File: src/rtl/sync_db_pkg.sv
// Shared helpers for the sync_db debouncer: counter sizing and parameter legality.
package sync_db_pkg;

  function automatic int cnt_width(input int db_cycles);
    return $clog2(db_cycles + 32'sd1);
  endfunction

  function automatic bit params_ok(input int width, input int num_ff, input int db_cycles);
    return (width >= 32'sd1) && (num_ff >= 32'sd2) && (db_cycles >= 32'sd1);
  endfunction

endpackage

File: src/rtl/sync_db_chan.sv
// One debounce channel: synchroniser chain, tick-qualified stability counter,
// registered level and edge pulses.
module sync_db_chan
  import sync_db_pkg::*;
#(
  parameter int   NUM_FF    = 2,
  parameter int   DB_CYCLES = 4,
  parameter logic INIT_BIT  = 1'b0
) (
  input  logic clk,
  input  logic rst,
  input  logic tick,
  input  logic din,
  output logic level,
  output logic rise,
  output logic fall
);

  localparam int CW = cnt_width(DB_CYCLES);
  localparam logic [CW-1:0] CNT_LAST = CW'(DB_CYCLES - 32'sd1);

  logic [NUM_FF-1:0] sync_r;
  logic [CW-1:0]     cnt_r;
  logic              s_s;

  assign s_s = sync_r[NUM_FF-1];

  // Synchronise, count stable ticks of disagreement, commit the new level on the last one.
  always_ff @(posedge clk) begin
    if (rst) begin
      sync_r <= {NUM_FF{INIT_BIT}};
      level  <= INIT_BIT;
      cnt_r  <= {CW{1'b0}};
      rise   <= 1'b0;
      fall   <= 1'b0;
    end else begin
      sync_r <= {sync_r[NUM_FF-2:0], din};
      rise   <= 1'b0;
      fall   <= 1'b0;
      if (s_s == level) begin
        cnt_r <= {CW{1'b0}};
      end else if (tick) begin
        if (cnt_r == CNT_LAST) begin
          level <= s_s;
          cnt_r <= {CW{1'b0}};
          rise  <= s_s;
          fall  <= ~s_s;
        end else begin
          cnt_r <= cnt_r + CW'(1);
        end
      end else begin
        cnt_r <= cnt_r;
      end
    end
  end

endmodule

File: src/rtl/sync_db.sv
// Multi-channel synchroniser and debouncer: WIDTH independent sync_db_chan copies.
module sync_db
  import sync_db_pkg::*;
#(
  parameter int               WIDTH      = 1,
  parameter int               NUM_FF     = 2,
  parameter logic [WIDTH-1:0] INIT_VALUE = {WIDTH{1'b0}},
  parameter int               DB_CYCLES  = 4
) (
  input  logic             clk,
  input  logic             rst,
  input  logic             tick_i,
  input  logic [WIDTH-1:0] sig_i,
  output logic [WIDTH-1:0] sig_o,
  output logic [WIDTH-1:0] rise_o,
  output logic [WIDTH-1:0] fall_o
);

  if (!params_ok(WIDTH, NUM_FF, DB_CYCLES)) begin : g_bad_params
    $error("sync_db: illegal parameters (need WIDTH>=1, NUM_FF>=2, DB_CYCLES>=1)");
  end

  for (genvar i = 0; i < WIDTH; i++) begin : g_chan
    sync_db_chan #(
      .NUM_FF    (NUM_FF),
      .DB_CYCLES (DB_CYCLES),
      .INIT_BIT  (INIT_VALUE[i])
    ) u_chan (
      .clk   (clk),
      .rst   (rst),
      .tick  (tick_i),
      .din   (sig_i[i]),
      .level (sig_o[i]),
      .rise  (rise_o[i]),
      .fall  (fall_o[i])
    );
  end

endmodule

File: config.mk
export PLATFORM = sky130hd
export DESIGN_NAME = sync_db
export DESIGN_NICKNAME = d
export VERILOG_FILES = /design/src/rtl/sync_db_pkg.sv /design/src/rtl/sync_db_chan.sv /design/src/rtl/sync_db.sv
export SDC_FILE = /design/constraint.sdc
export NUM_CORES = 1
export LEC_CHECK = 0
export ABC_AREA = 1
export CORE_AREA = 4 4 41 43
export DETAILED_ROUTE_END_ITERATION = 6
export DIE_AREA = 0 0 45 47
export PLACE_DENSITY = 0.5
export SYNTH_ARGS = -nofsm -noshare
export SYNTH_HDL_FRONTEND = slang
export SYNTH_HIERARCHICAL = 1
export SYNTH_SLANG_ARGS = --single-unit
File: constraint.sdc
create_clock -name clk -period 0.92 [get_ports clk]
set_input_delay 0.092 -clock clk [delete_from_list [all_inputs] [get_ports clk]]
set_output_delay 0.092 -clock clk [all_outputs]
set_load 0.03 [all_outputs]
==> Word level (Yosys, flattened, before mapping) <==
Index checks and enable logic that the tools add are counted.
{ "totals": {"ff_bits": 8, "in_bits": 4, "output_inout_bits": 3, "elab_cells": 16} }
{ "op_classes": {"add_sub_neg": 1, "eq_ne": 2, "muxes": 1, "bitwise": 4, "reduce_logical": 3} }
{ "op_table": {"columns": ["operator", "count"], "rows": [
  ["$not 1->1", 4],
  ["$reduce_or 4->1", 1],
  ["$add 3x1->3 const B", 1],
  ["$eq 3x2->1 const B", 1],
  ["$mux 3", 1],
  ["$reduce_and 3->1", 1],
  ["$reduce_or 2->1", 1],
  ["$eq 1x1->1", 1]
]} }

==> Logic depth before layout (Yosys ltp) <==
Gate-level depths: netlist of run 1.
{ "logic_depth": {"word_depth": 3, "depth_mapped": 6, "mapped_depth_nobuf": 6} }

==> Worst setup path after synthesis of run 1 <==
OpenSTA, ideal clock, no wires.
{ "synth_timing": {"path_kind": "reg2reg", "from": "reg g_chan[0].u_chan.level", "to": "reg g_chan[0].u_chan.rise", "setup_ns": 0.114, "arrival_ns": 0.839, "required_ns": 0.806, "setup_slack_ns": -0.033, "stages_incl_launch_ff": 4, "path_buffers": 0, "period_less_slack_ns": 0.953, "cell_sequence": "dfxtp_1 > nand2_1 > nand3_4 > nor2_1"} }
{ "synth_between": {"elab_chain_cells": 2} }
{ "synth_lines": {"columns": ["element", "line_no", "text"], "rows": [
  ["start, declared", "sync_db_chan.sv:14", "output logic level,"],
  ["start signal, assigned", "sync_db_chan.sv:44", "level <= s_s;"],
  ["$eq 1x1->1", "sync_db_chan.sv:40", "if (s_s == level) begin"],
  ["$reduce_or 4->1 (no line)", null, null],
  ["end signal, assigned", "sync_db_chan.sv:46", "rise <= s_s;"],
  ["end, declared", "sync_db_chan.sv:15", "output logic rise,"]
]} }
No other way between the ends.
A chain may end at the register's enable or synchronous reset.

==> Worst setup path in the final report of run 1 <==
{ "layout_timing": {"from": "reg g_chan[0].u_chan.cnt_r[0]", "to": "reg g_chan[0].u_chan.level"} }
{ "layout_between": {"elab_chain_cells": 2} }
{ "layout_lines": {"columns": ["element", "line_no", "text"], "rows": [
  ["start, declared", "sync_db_chan.sv:23", "logic [CW-1:0] cnt_r;"],
  ["start signal, assigned", "sync_db_chan.sv:33", "cnt_r <= {CW{1'b0}};"],
  ["start signal, assigned", "sync_db_chan.sv:41", "cnt_r <= {CW{1'b0}};"],
  ["start signal, assigned", "sync_db_chan.sv:45", "cnt_r <= {CW{1'b0}};"],
  ["$eq 3x2->1", "sync_db_chan.sv:43", "if (cnt_r == CNT_LAST) begin"],
  ["$reduce_and 3->1 (no line)", null, null]
]} }
No other way between the ends.

==> results of run 1 <==
==> power by group through the flow <==
stage / combinational, mW / clock (mW) / sequential (mW)
2_1_floorplan: 0.0184 / 0 / 0.361
3_3_place_gp: 0.0399 / 0 / 0.362
3_5_place_dp: 0.0402 / 0 / 0.362
4_1_cts: 0.0403 / 0.268 / 0.355
5_1_grt: 0.0452 / 0.288 / 0.355
6_report: 0.0404 / 0.251 / 0.355
==> sequential cells by signal, indices dropped and copies added, names as in the netlist <==
| signal | flops |
|---|---|
| g_chan.u_chan/cnt_r | 3 |
| g_chan.u_chan/sync_r | 2 |
| g_chan.u_chan/rise | 1 |
| g_chan.u_chan/fall | 1 |
| g_chan.u_chan/level | 1 |
==> through the flow <==
stage          utilization  TNS [ns]  area, µm²  instances
3_5_place_dp         0.335    -0.528        435         63
4_1_cts              0.352         0        458         66
5_1_grt              0.356   -0.0373        463         66
3_3_place_gp         0.335    -0.524        435         63
2_1_floorplan            -         0        349         40
6_report             0.356         0        463         66
==> repair_timing <==
action,CTS,global route
resized for setup,0,1
hold endpoints to repair,0,0
pin swaps,1,1
setup endpoints to repair,1,2
==> layer usage <==
metal	track usage	vias to the layer above	wire length, µm
met5	0	-	0
met4	0.0175	0	0
met3	0.0690	0	59
met2	0.0678	8	225
met1	0.0668	98	217
li1	-	141	-
==> how the worst min path moves through the flow <==
stage | from | to | slack (ns) | cells past startpoint
3_5_place_dp | g_chan[0].u_chan/sync_r[0] | g_chan[0].u_chan/sync_r[1] | 0.40 | 2
6_report | sig_i | g_chan[0].u_chan/sync_r[0] | 0.37 | 3
5_1_grt | sig_i | g_chan[0].u_chan/sync_r[0] | 0.36 | 3
3_3_place_gp | g_chan[0].u_chan/sync_r[0] | g_chan[0].u_chan/sync_r[1] | 0.39 | 2
2_1_floorplan | rst | g_chan[0].u_chan/sync_r[0] | 0.16 | 1
4_1_cts | sig_i | g_chan[0].u_chan/sync_r[0] | 0.36 | 3
==> cell type report <==
type | count | area (µm²) | area share
clock buffer | 3 | 22.5 | 0.0486
inverter | 7 | 26.3 | 0.0568
multi-input combinational | 25 | 164 | 0.354
sequential | 8 | 164 | 0.354
tap | 15 | 18.8 | 0.0405
timing repair buffer | 8 | 67.6 | 0.146
==> layout by cell type (no fill, tap or decap), types with 2 or more instances in the layout <==
master	netlist	routed
sky130_fd_sc_hd__clkbuf_4	0	3
sky130_fd_sc_hd__inv_1	7	7
sky130_fd_sc_hd__buf_4	0	5
sky130_fd_sc_hd__nor2_2	2	2
sky130_fd_sc_hd__dfxtp_1	8	5
sky130_fd_sc_hd__nand2_1	9	9
sky130_fd_sc_hd__nand2_2	3	2
sky130_fd_sc_hd__a21oi_2	2	2
sky130_fd_sc_hd__clkdlybuf4s50_1	0	3
sky130_fd_sc_hd__nor2_1	6	6
sky130_fd_sc_hd__dfxtp_2	0	3
==> logic make-up after synthesis <==
family | synth area share
AND/OR/NAND/NOR | 0.350
AO/OA/AOI/OAI | 0.0526
adder cells (fa/ha/maj) | 0.0376
buffers and inverters | 0.0790
flip-flops | 0.481
==> worst reg2reg max path, delay by kind of cell (launching register included) <==
kind,cells,cell delay (ns)
flip-flops,1,0.35
AND/OR/NAND/NOR,5,0.32
adder cells (fa/ha/maj),1,0.15
==> impl_summary.log, run 1 <==
INFO  metric critical_path.startpoint = g_chan[0].u_chan/cnt_r[0]
INFO  metric fin_nets = 58
INFO  metric dr.pass1.iters = 1
INFO  metric mappedNetlistArea = 333 µm²
INFO  metric critPathMaxFanout = 3
INFO  metric half_perimeter_wire_length_of_the_detailed_placement_result = 403 µm
INFO  metric avgViaCountPerCell = 3.74
INFO  metric cpPeakStageDelay = 0.35 ns
INFO  metric cts_tree = done
INFO  metric grt_setup_unrepaired = true
INFO  metric cts_buffer_depth = 2
INFO  metric placement.setup.worst_slack = -0.176 ns
INFO  metric wl_per_cell = 7.61 µm
INFO  metric cts_root_buffer = sky130_fd_sc_hd__clkbuf_4
INFO  metric grt_antenna_before_repair = 0
INFO  metric ys_ff_latch = 8
INFO  metric syn_area_per_cell = 8.32 µm²
INFO  metric design_power = 0.646 mW
INFO  metric ys.warnings.count = 6
INFO  metric p_comb_frac = 0.062
INFO  metric count_of_boundary_i_o_pins = 7
INFO  metric post_synth_main_area_contributors = sky130_fd_sc_hd__dfxtp_1 48%, sky130_fd_sc_hd__nand2_1 10%, sky130_fd_sc_hd__inv_1 7.9%
INFO  metric fin_skew = 0.00254 ns
INFO  metric total_via_count_after_detailed_routing = 247
INFO  metric fin_crit = 0.912 ns
INFO  metric fin_crit_sh = 0.991
INFO  metric n_antenna_cell = 0
INFO  metric synth.yosys.seq_area_share = 0.481
INFO  metric irDropWorstVdd = 0.000851 V
INFO  metric seq_power_share = 0.549
INFO  metric drtAntennaViolNets = 0
INFO  metric fp.dieArea = 2120 µm²
INFO  metric grt_max_degree = 6
INFO  metric clkLatencyLatePin = 0.24 ns
INFO  metric remaining_drc_errors = 0
INFO  metric cellInternalPower = 0.522 mW
INFO  metric postRouteWirelength = 502 µm
INFO  metric hold-worst-slack = 0.365 ns
INFO  metric critPathSlowestCell = sky130_fd_sc_hd__dfxtp_2
INFO  metric first_pass_grt_wire_length = 793 µm
INFO  metric crit_chain = ha_4, nand2_4, nor2_4, nand2_2, nand2_1, nor2_1
INFO  metric start_kind = flop
INFO  metric setup.worst_path.end = g_chan[0].u_chan/level
INFO  metric timing_hold_violations_final = 0
INFO  metric die-width = 45 µm
INFO  metric power.share.clock = 0.388
INFO  metric io_buffer_count = 6
INFO  metric cts.sinks = 8
INFO  metric ys_types = 10
INFO  metric worst-endpoint-required = 1.06 ns
INFO  metric critical_path_arrival = 1.05 ns
INFO  metric first_iter_violations = 0
INFO  metric die_h = 47 µm
INFO  metric count_of_filler_cells_inserted_in_the_layout = 154
INFO  metric launch_instance_of_the_worst_register_to_register_path = g_chan[0].u_chan/cnt_r[0]
INFO  metric endpoint_kind = flop
INFO  metric path_depth = 6
INFO  metric first_global_vias = 201
INFO  metric critical_path.top_delay_family = flip-flops
INFO  metric number_of_enable_flip_flop_cells_after_synthesis = 0
INFO  metric clkTransAtPathRegs = 0.05 ns
INFO  metric synth.cells.most_frequent = 9 x sky130_fd_sc_hd__nand2_1, 8 x sky130_fd_sc_hd__dfxtp_1, 7 x sky130_fd_sc_hd__inv_1
INFO  metric cts_hold_buf = 0
INFO  metric cts-buffers-inserted = 3
INFO  metric run_status = finished clean
INFO  metric synthesis_to_finish_area_growth = 39.1%
INFO  metric rd_place_congestion = 0.669
INFO  metric postSynthCellCount = 40
INFO  metric swShare = 0.193
INFO  metric worstHoldPathType = input port to flop
INFO  metric cap_violations = 0
INFO  metric powerDensity = 1400 nW/µm²
INFO  metric achievable-frequency = 1100 MHz
INFO  metric finalSetupViolations = 0
INFO  metric reg2reg_slack = 0.008 ns
INFO  metric critical_path.reg2reg.endpoint = g_chan[0].u_chan/level
INFO  metric worstMarginPinSlew = 0.168 ns
INFO  metric ctsHtreeMaxLevel = 1
INFO  metric timing.max_slew.rel_slack = 0.888
INFO  metric switching_power = 0.125 mW
INFO  metric cts_post_setup_buffers_inserted = 0
INFO  metric reg2regPathDepth = 6
INFO  metric floorplan.initialDensity = 0.256
INFO  metric grt_remaining_overflow = 0
INFO  metric fp.coreArea = 1300 µm²
INFO  metric synth_top_area_frac = 0.481
INFO  metric worst_slack = 0.00818 ns
INFO  metric worstPathBufferInverterCount = 0
INFO  metric critPathKind = flop to flop
INFO  metric synthMostInstantiatedCell = sky130_fd_sc_hd__nand2_1
INFO  metric synth-async-reset-ratio = 0
INFO  metric ys.flop_type = sky130_fd_sc_hd__dfxtp_1
INFO  metric slew_viol_final = 0
INFO  metric synth_largest_area_cell = sky130_fd_sc_hd__dfxtp_1
INFO  metric layout-drive-gt1-share = 0.412
INFO  metric net_count_after_synthesis = 45
INFO  metric grt_usage = 0.0587
INFO  metric num_rows = 13
INFO  metric power.leakage = 0.191 nW
Note: power is estimated with default switching activity, not from simulation.
==> inputs of run 2 (changes only) <==
--- a/config.mk
+++ b/config.mk
@@ -7,9 +7,10 @@
 export LEC_CHECK = 0
 export ABC_AREA = 1
 export CORE_AREA = 4 4 41 43
+export CTS_BUF_LIST = sky130_fd_sc_hd__clkbuf_8
 export DETAILED_ROUTE_END_ITERATION = 6
 export DIE_AREA = 0 0 45 47
-export PLACE_DENSITY = 0.5
+export PLACE_DENSITY = 0.48
 export SYNTH_ARGS = -nofsm -noshare
 export SYNTH_HDL_FRONTEND = slang
 export SYNTH_HIERARCHICAL = 1
==> constraint.sdc (replaced) <==
create_clock -name clk -period 0.9 [get_ports clk]
set_input_delay 0.09 -clock clk [delete_from_list [all_inputs] [get_ports clk]]
set_output_delay 0.09 -clock clk [all_outputs]
set_load 0.03 [all_outputs]
==> impl_summary.log, run 2 (synthesis results as in run 1) <==
INFO  metric cts_tree = done
INFO  metric worst_slack = -0.0168 ns
INFO  metric num_rows = 13
INFO  metric number_of_placed_instances_taps_included = 62
INFO  metric rd_place_congestion = 0.717
INFO  metric final-seq-area = 164 µm²
INFO  metric grt_usage = 0.0690
INFO  metric switching_power = 0.154 mW
INFO  metric clkLatencyLatePin = 0.22 ns
INFO  metric worstMarginPinSlew = 0.179 ns
INFO  metric remaining_drc_errors = 0
INFO  metric largest_reg_flops = 3
INFO  metric die-width = 45 µm
INFO  metric launch_instance_of_the_worst_register_to_register_path = g_chan[0].u_chan/cnt_r[0]
INFO  metric top_regs = g_chan.u_chan/cnt_r (3), g_chan.u_chan/sync_r (2)
INFO  metric n_antenna_cell = 0
INFO  metric multi_input_area = 166 µm²
INFO  metric run_status = finished, violations left
INFO  metric swShare = 0.187
INFO  metric total_via_count_after_detailed_routing = 255
INFO  metric critical_path.startpoint = g_chan[0].u_chan/cnt_r[0]
INFO  metric grt_remaining_overflow = 0
INFO  metric synthesis_to_finish_area_growth = 47.7%
INFO  metric p_comb_frac = 0.051
INFO  metric power.share.clock = 0.509
INFO  metric grt_antenna_before_repair = 0
INFO  metric fin_crit = 0.917 ns
INFO  metric dr.pass1.iters = 2
INFO  metric count_of_filler_cells_inserted_in_the_layout = 138
INFO  metric irDropWorstVdd = 0.00133 V
INFO  metric fp.coreArea = 1300 µm²
INFO  metric ctsHtreeMaxLevel = 1
INFO  metric finalSetupTns = -0.0168 ns
INFO  metric first_global_vias = 233
INFO  metric power.leakage = 0.203 nW
INFO  metric fin_nets = 59
INFO  metric most-common-layout-cells = 8 x sky130_fd_sc_hd__nand2_1, 7 x sky130_fd_sc_hd__inv_1, 6 x sky130_fd_sc_hd__nor2_1, 6 x sky130_fd_sc_hd__buf_4, 5 x sky130_fd_sc_hd__dfxtp_1
INFO  metric postRouteWirelength = 533 µm
INFO  metric first_pass_grt_wire_length = 938 µm
INFO  metric layout-drive-gt1-share = 0.442
INFO  metric seq_power_share = 0.440
INFO  metric wl_per_cell = 7.96 µm
INFO  metric finalSetupViolations = 1
INFO  metric critPathKind = flop to flop
INFO  metric drtAntennaViolNets = 0
INFO  metric worst-endpoint-required = 1.02 ns
INFO  metric critical_path_arrival = 1.04 ns
INFO  metric count_of_boundary_i_o_pins = 7
INFO  metric endpoint_kind = flop
INFO  metric final_common_cell = sky130_fd_sc_hd__nand2_1
INFO  metric critPathMaxFanout = 3
INFO  metric grt_setup_unrepaired = true
INFO  metric cts-buffers-inserted = 3
INFO  metric fin_crit_sh = 1.02
INFO  metric timing_hold_violations_final = 0
INFO  metric slew_viol_final = 0
INFO  metric timing.max_slew.rel_slack = 0.881
INFO  metric first_iter_violations = 5
INFO  metric cts.sinks = 8
INFO  metric die_h = 47 µm
INFO  metric non_filler_instances = 67
INFO  metric fin_skew = 0.00243 ns
INFO  metric cellInternalPower = 0.672 mW
INFO  metric achievable-frequency = 1090 MHz
INFO  metric cts_root_buffer = sky130_fd_sc_hd__clkbuf_8
INFO  metric violations = setup timing
INFO  metric worstHoldPathType = input port to flop
INFO  metric floorplan.initialDensity = 0.256
INFO  metric io_buffer_count = 6
INFO  metric clkTransAtPathRegs = 0.04 ns
INFO  metric placement.setup.worst_slack = -0.207 ns
INFO  metric cts_buffer_depth = 2
INFO  metric avgViaCountPerCell = 3.81
INFO  metric grt_max_degree = 6
INFO  metric fp.dieArea = 2120 µm²
INFO  metric powerDensity = 1680 nW/µm²
INFO  metric cap_violations = 0
INFO  metric regMostFlops = g_chan.u_chan/cnt_r
INFO  metric min-delay-start = sig_i
INFO  metric start_kind = flop
## run 2: repair_timing
action                                  4_1_cts  5_1_grt
hold buffers                                  0        0
setup buffers                                 2        0
endpoints found under the setup margin        2        4
pin swaps                                     2        1
cloned                                        0        0
resized for setup                             1        1
## run 2: per-stage QoR
stage                      util  total power, mW  hold slack [ns]  instance area (µm²)
final                     0.378            0.827            0.384                  492
after global routing      0.378            0.871            0.396                  492
after CTS                 0.376            0.839            0.383                  489
after detailed placement  0.329            0.411            0.392                  428
after global placement    0.329            0.410            0.393                  428
after floorplan               -            0.388            0.161                  349
## run 2: power groups by stage
stage	Clock (mW)	Combinational, mW	Sequential, mW
after floorplan	0	0.0188	0.369
after global placement	0	0.0400	0.370
after detailed placement	0	0.0406	0.370
after CTS	0.432	0.0427	0.364
after global routing	0.461	0.0464	0.364
final	0.421	0.0417	0.364
## run 2: cell type report
| type | instances | area share |
|---|---|---|
| Multi-Input combinational cell | 25 | 0.338 |
| Inverter | 7 | 0.0534 |
| Clock buffer | 3 | 0.0840 |
| Tap cell | 15 | 0.0382 |
| Sequential cell | 8 | 0.333 |
| Timing Repair Buffer | 9 | 0.153 |
## run 2: worst paths after layout
kind	endpoint	slack, ns	cells past startpoint
hold / removal	g_chan[0].u_chan/sync_r[0]	0.38	3
setup reg to reg	g_chan[0].u_chan/level	-0.02	6
setup / recovery	g_chan[0].u_chan/level	-0.02	6
hold reg to reg	g_chan[0].u_chan/sync_r[1]	0.40	2
## run 2: routing by layer
layer	track usage	routed length, µm	vias to the layer above
met2	0.0932	237	8
li1	-	-	142
met1	0.0667	233	105
met5	0	0	-
met4	0.0351	0	0
met3	0.0728	62	0
## run 2: worst max-delay path, cell delays in order (launching register included)
cell and delay, ns:
sky130_fd_sc_hd__dfxtp_2 0.35, sky130_fd_sc_hd__ha_4 0.15, sky130_fd_sc_hd__nand2_4 0.05, sky130_fd_sc_hd__nor2_4 0.11, sky130_fd_sc_hd__nand2_2 0.06, sky130_fd_sc_hd__nand2_1 0.06, sky130_fd_sc_hd__nor2_1 0.03
==> inputs of run 3 (changes only) <==
==> constraint.sdc (replaced) <==
create_clock -name clk -period 1.2 [get_ports clk]
set_input_delay 0.24 -clock clk [delete_from_list [all_inputs] [get_ports clk]]
set_output_delay 0.24 -clock clk [all_outputs]
set_load 0.03 [all_outputs]
==> impl_summary.log, run 3 (synthesis results as in run 1) <==
INFO  metric achievable-frequency = 993 MHz
INFO  metric endpoint_kind = flop
INFO  metric worst_slack = 0.193 ns
INFO  metric count_of_filler_cells_inserted_in_the_layout = 146
INFO  metric cts_tree = done
INFO  metric critPathKind = flop to flop
INFO  metric min-delay-start = g_chan[0].u_chan/sync_r[0]
INFO  metric power.leakage = 0.186 nW
INFO  metric die_h = 47 µm
INFO  metric timing.max_slew.rel_slack = 0.901
INFO  metric cts-buffers-inserted = 3
INFO  metric cts_post_setup_buffers_inserted = 0
INFO  metric synthesis_to_finish_area_growth = 36.1%
INFO  metric final-seq-area = 160 µm²
INFO  metric placement.setup.worst_slack = -0.0214 ns
INFO  metric dr.pass1.iters = 2
INFO  metric critical_path.startpoint = g_chan[0].u_chan/cnt_r[0]
INFO  metric clkTransAtPathRegs = 0.04 ns
INFO  metric fin_skew = 0.00210 ns
INFO  metric num_rows = 13
INFO  metric layout-drive-gt1-share = 0.320
INFO  metric io_buffer_count = 6
INFO  metric timing_hold_violations_final = 0
INFO  metric first_iter_violations = 5
INFO  metric finish.utilization = 0.348
INFO  metric half_perimeter_wire_length_of_the_detailed_placement_result = 392 µm
INFO  metric cts.sinks = 8
INFO  metric first_global_vias = 266
INFO  metric fin_crit = 1.01 ns
INFO  metric worstHoldPathType = flop to flop
INFO  metric grt_usage = 0.0706
INFO  metric fp.dieArea = 2120 µm²
INFO  metric non_filler_instances = 65
INFO  metric wl_per_cell = 7.57 µm
INFO  metric cap_violations = 0
INFO  metric total_via_count_after_detailed_routing = 252
INFO  metric multi_input_area = 146 µm²
INFO  metric clkLatencyLatePin = 0.22 ns
INFO  metric fin_crit_sh = 0.839
INFO  metric post_cts_resized = 0
INFO  metric die-width = 45 µm
INFO  metric rd_place_congestion = 0.607
INFO  metric cts_hold_buf = 0
INFO  metric regMostFlops = g_chan.u_chan/cnt_r
INFO  metric worst-endpoint-required = 1.32 ns
INFO  metric grt_remaining_overflow = 0
INFO  metric most-common-layout-cells = 9 x sky130_fd_sc_hd__nand2_1, 8 x sky130_fd_sc_hd__dfxtp_1, 7 x sky130_fd_sc_hd__inv_1, 6 x sky130_fd_sc_hd__nor2_1, 4 x sky130_fd_sc_hd__buf_4
INFO  metric remaining_drc_errors = 0
INFO  metric first_pass_grt_wire_length = 966 µm
INFO  metric postRouteWirelength = 492 µm
INFO  metric avgViaCountPerCell = 3.88
INFO  metric critPathMaxFanout = 3
INFO  metric cts_root_buffer = sky130_fd_sc_hd__clkbuf_8
INFO  metric floorplan.initialDensity = 0.256
INFO  metric grt_max_degree = 6
INFO  metric cts_buffer_depth = 2
INFO  metric start_kind = flop
INFO  metric slew_viol_final = 0
INFO  metric final_common_cell = sky130_fd_sc_hd__nand2_1
INFO  metric ctsHtreeMaxLevel = 1
INFO  metric irDropWorstVdd = 0.000613 V
INFO  metric critical_path_arrival = 1.13 ns
INFO  metric number_of_placed_instances_taps_included = 62
INFO  metric launch_instance_of_the_worst_register_to_register_path = g_chan[0].u_chan/cnt_r[0]
INFO  metric worstMarginPinSlew = 0.148 ns
INFO  metric finalSetupViolations = 0
INFO  metric n_antenna_cell = 0
INFO  metric drtAntennaViolNets = 0
INFO  metric count_of_boundary_i_o_pins = 7
INFO  metric top_regs = g_chan.u_chan/cnt_r (3), g_chan.u_chan/sync_r (2)
INFO  metric largest_reg_flops = 3
INFO  metric fp.coreArea = 1300 µm²
INFO  metric grt_setup_unrepaired = false
INFO  metric run_status = finished clean
INFO  metric grt_antenna_before_repair = 0
INFO  metric powerDensity = 1360 nW/µm²
INFO  metric fin_nets = 57
## run 3: cell count changes in the layout (fill, tap and decap cells not counted), sizes merged
cell,delta
buf,-2
## run 3: cell type report
cell class / count / share of cell area
flip-flops and latches: 8 / 0.354
well taps: 15 / 0.0414
multi-input cells: 25 / 0.323
repair buffers: 7 / 0.133
inverters: 7 / 0.0580
clock buffers: 3 / 0.0912
## run 3: layer usage
metal / GRT usage / part of all wire
met4: 0.0351 / 0
met1: 0.0598 / 0.43
met2: 0.107 / 0.43
met5: 0 / 0
met3: 0.0728 / 0.13
## run 3: worst max-delay path, cell delays in order, from the launching register on
cell and delay, ns:
sky130_fd_sc_hd__dfxtp_1 0.36, sky130_fd_sc_hd__ha_1 0.19, sky130_fd_sc_hd__nand2_2 0.08, sky130_fd_sc_hd__nor2_4 0.11, sky130_fd_sc_hd__nand2_2 0.06, sky130_fd_sc_hd__nand2_1 0.06, sky130_fd_sc_hd__nor2_1 0.04
## run 3: power by group
group | switching (mW) | internal (mW) | total, mW
logic | 0.0141 | 0.0157 | 0.0298
registers | 0.00183 | 0.271 | 0.273
clock network | 0.0964 | 0.216 | 0.313
total | 0.112 | 0.503 | 0.615
## run 3: worst paths after layout
path	to	cells past startpoint	slack [ns]
worst min register to register	g_chan[0].u_chan/sync_r[1]	2	0.41
worst max register to register	g_chan[0].u_chan/level	6	0.19
worst min-delay path	g_chan[0].u_chan/sync_r[1]	2	0.41
worst max-delay path	g_chan[0].u_chan/level	6	0.19
## run 3: metrics by stage
step           setup TNS, ns  hold WS (ns)  cell area, µm²  power [mW]
2_1_floorplan              0         0.311             333       0.291
3_3_place_gp         -0.0254         0.392             412       0.307
3_5_place_dp         -0.0214         0.403             412       0.307
4_1_cts                    0         0.409             453       0.628
5_1_grt                    0         0.436             453       0.648
6_report                   0         0.405             453       0.615
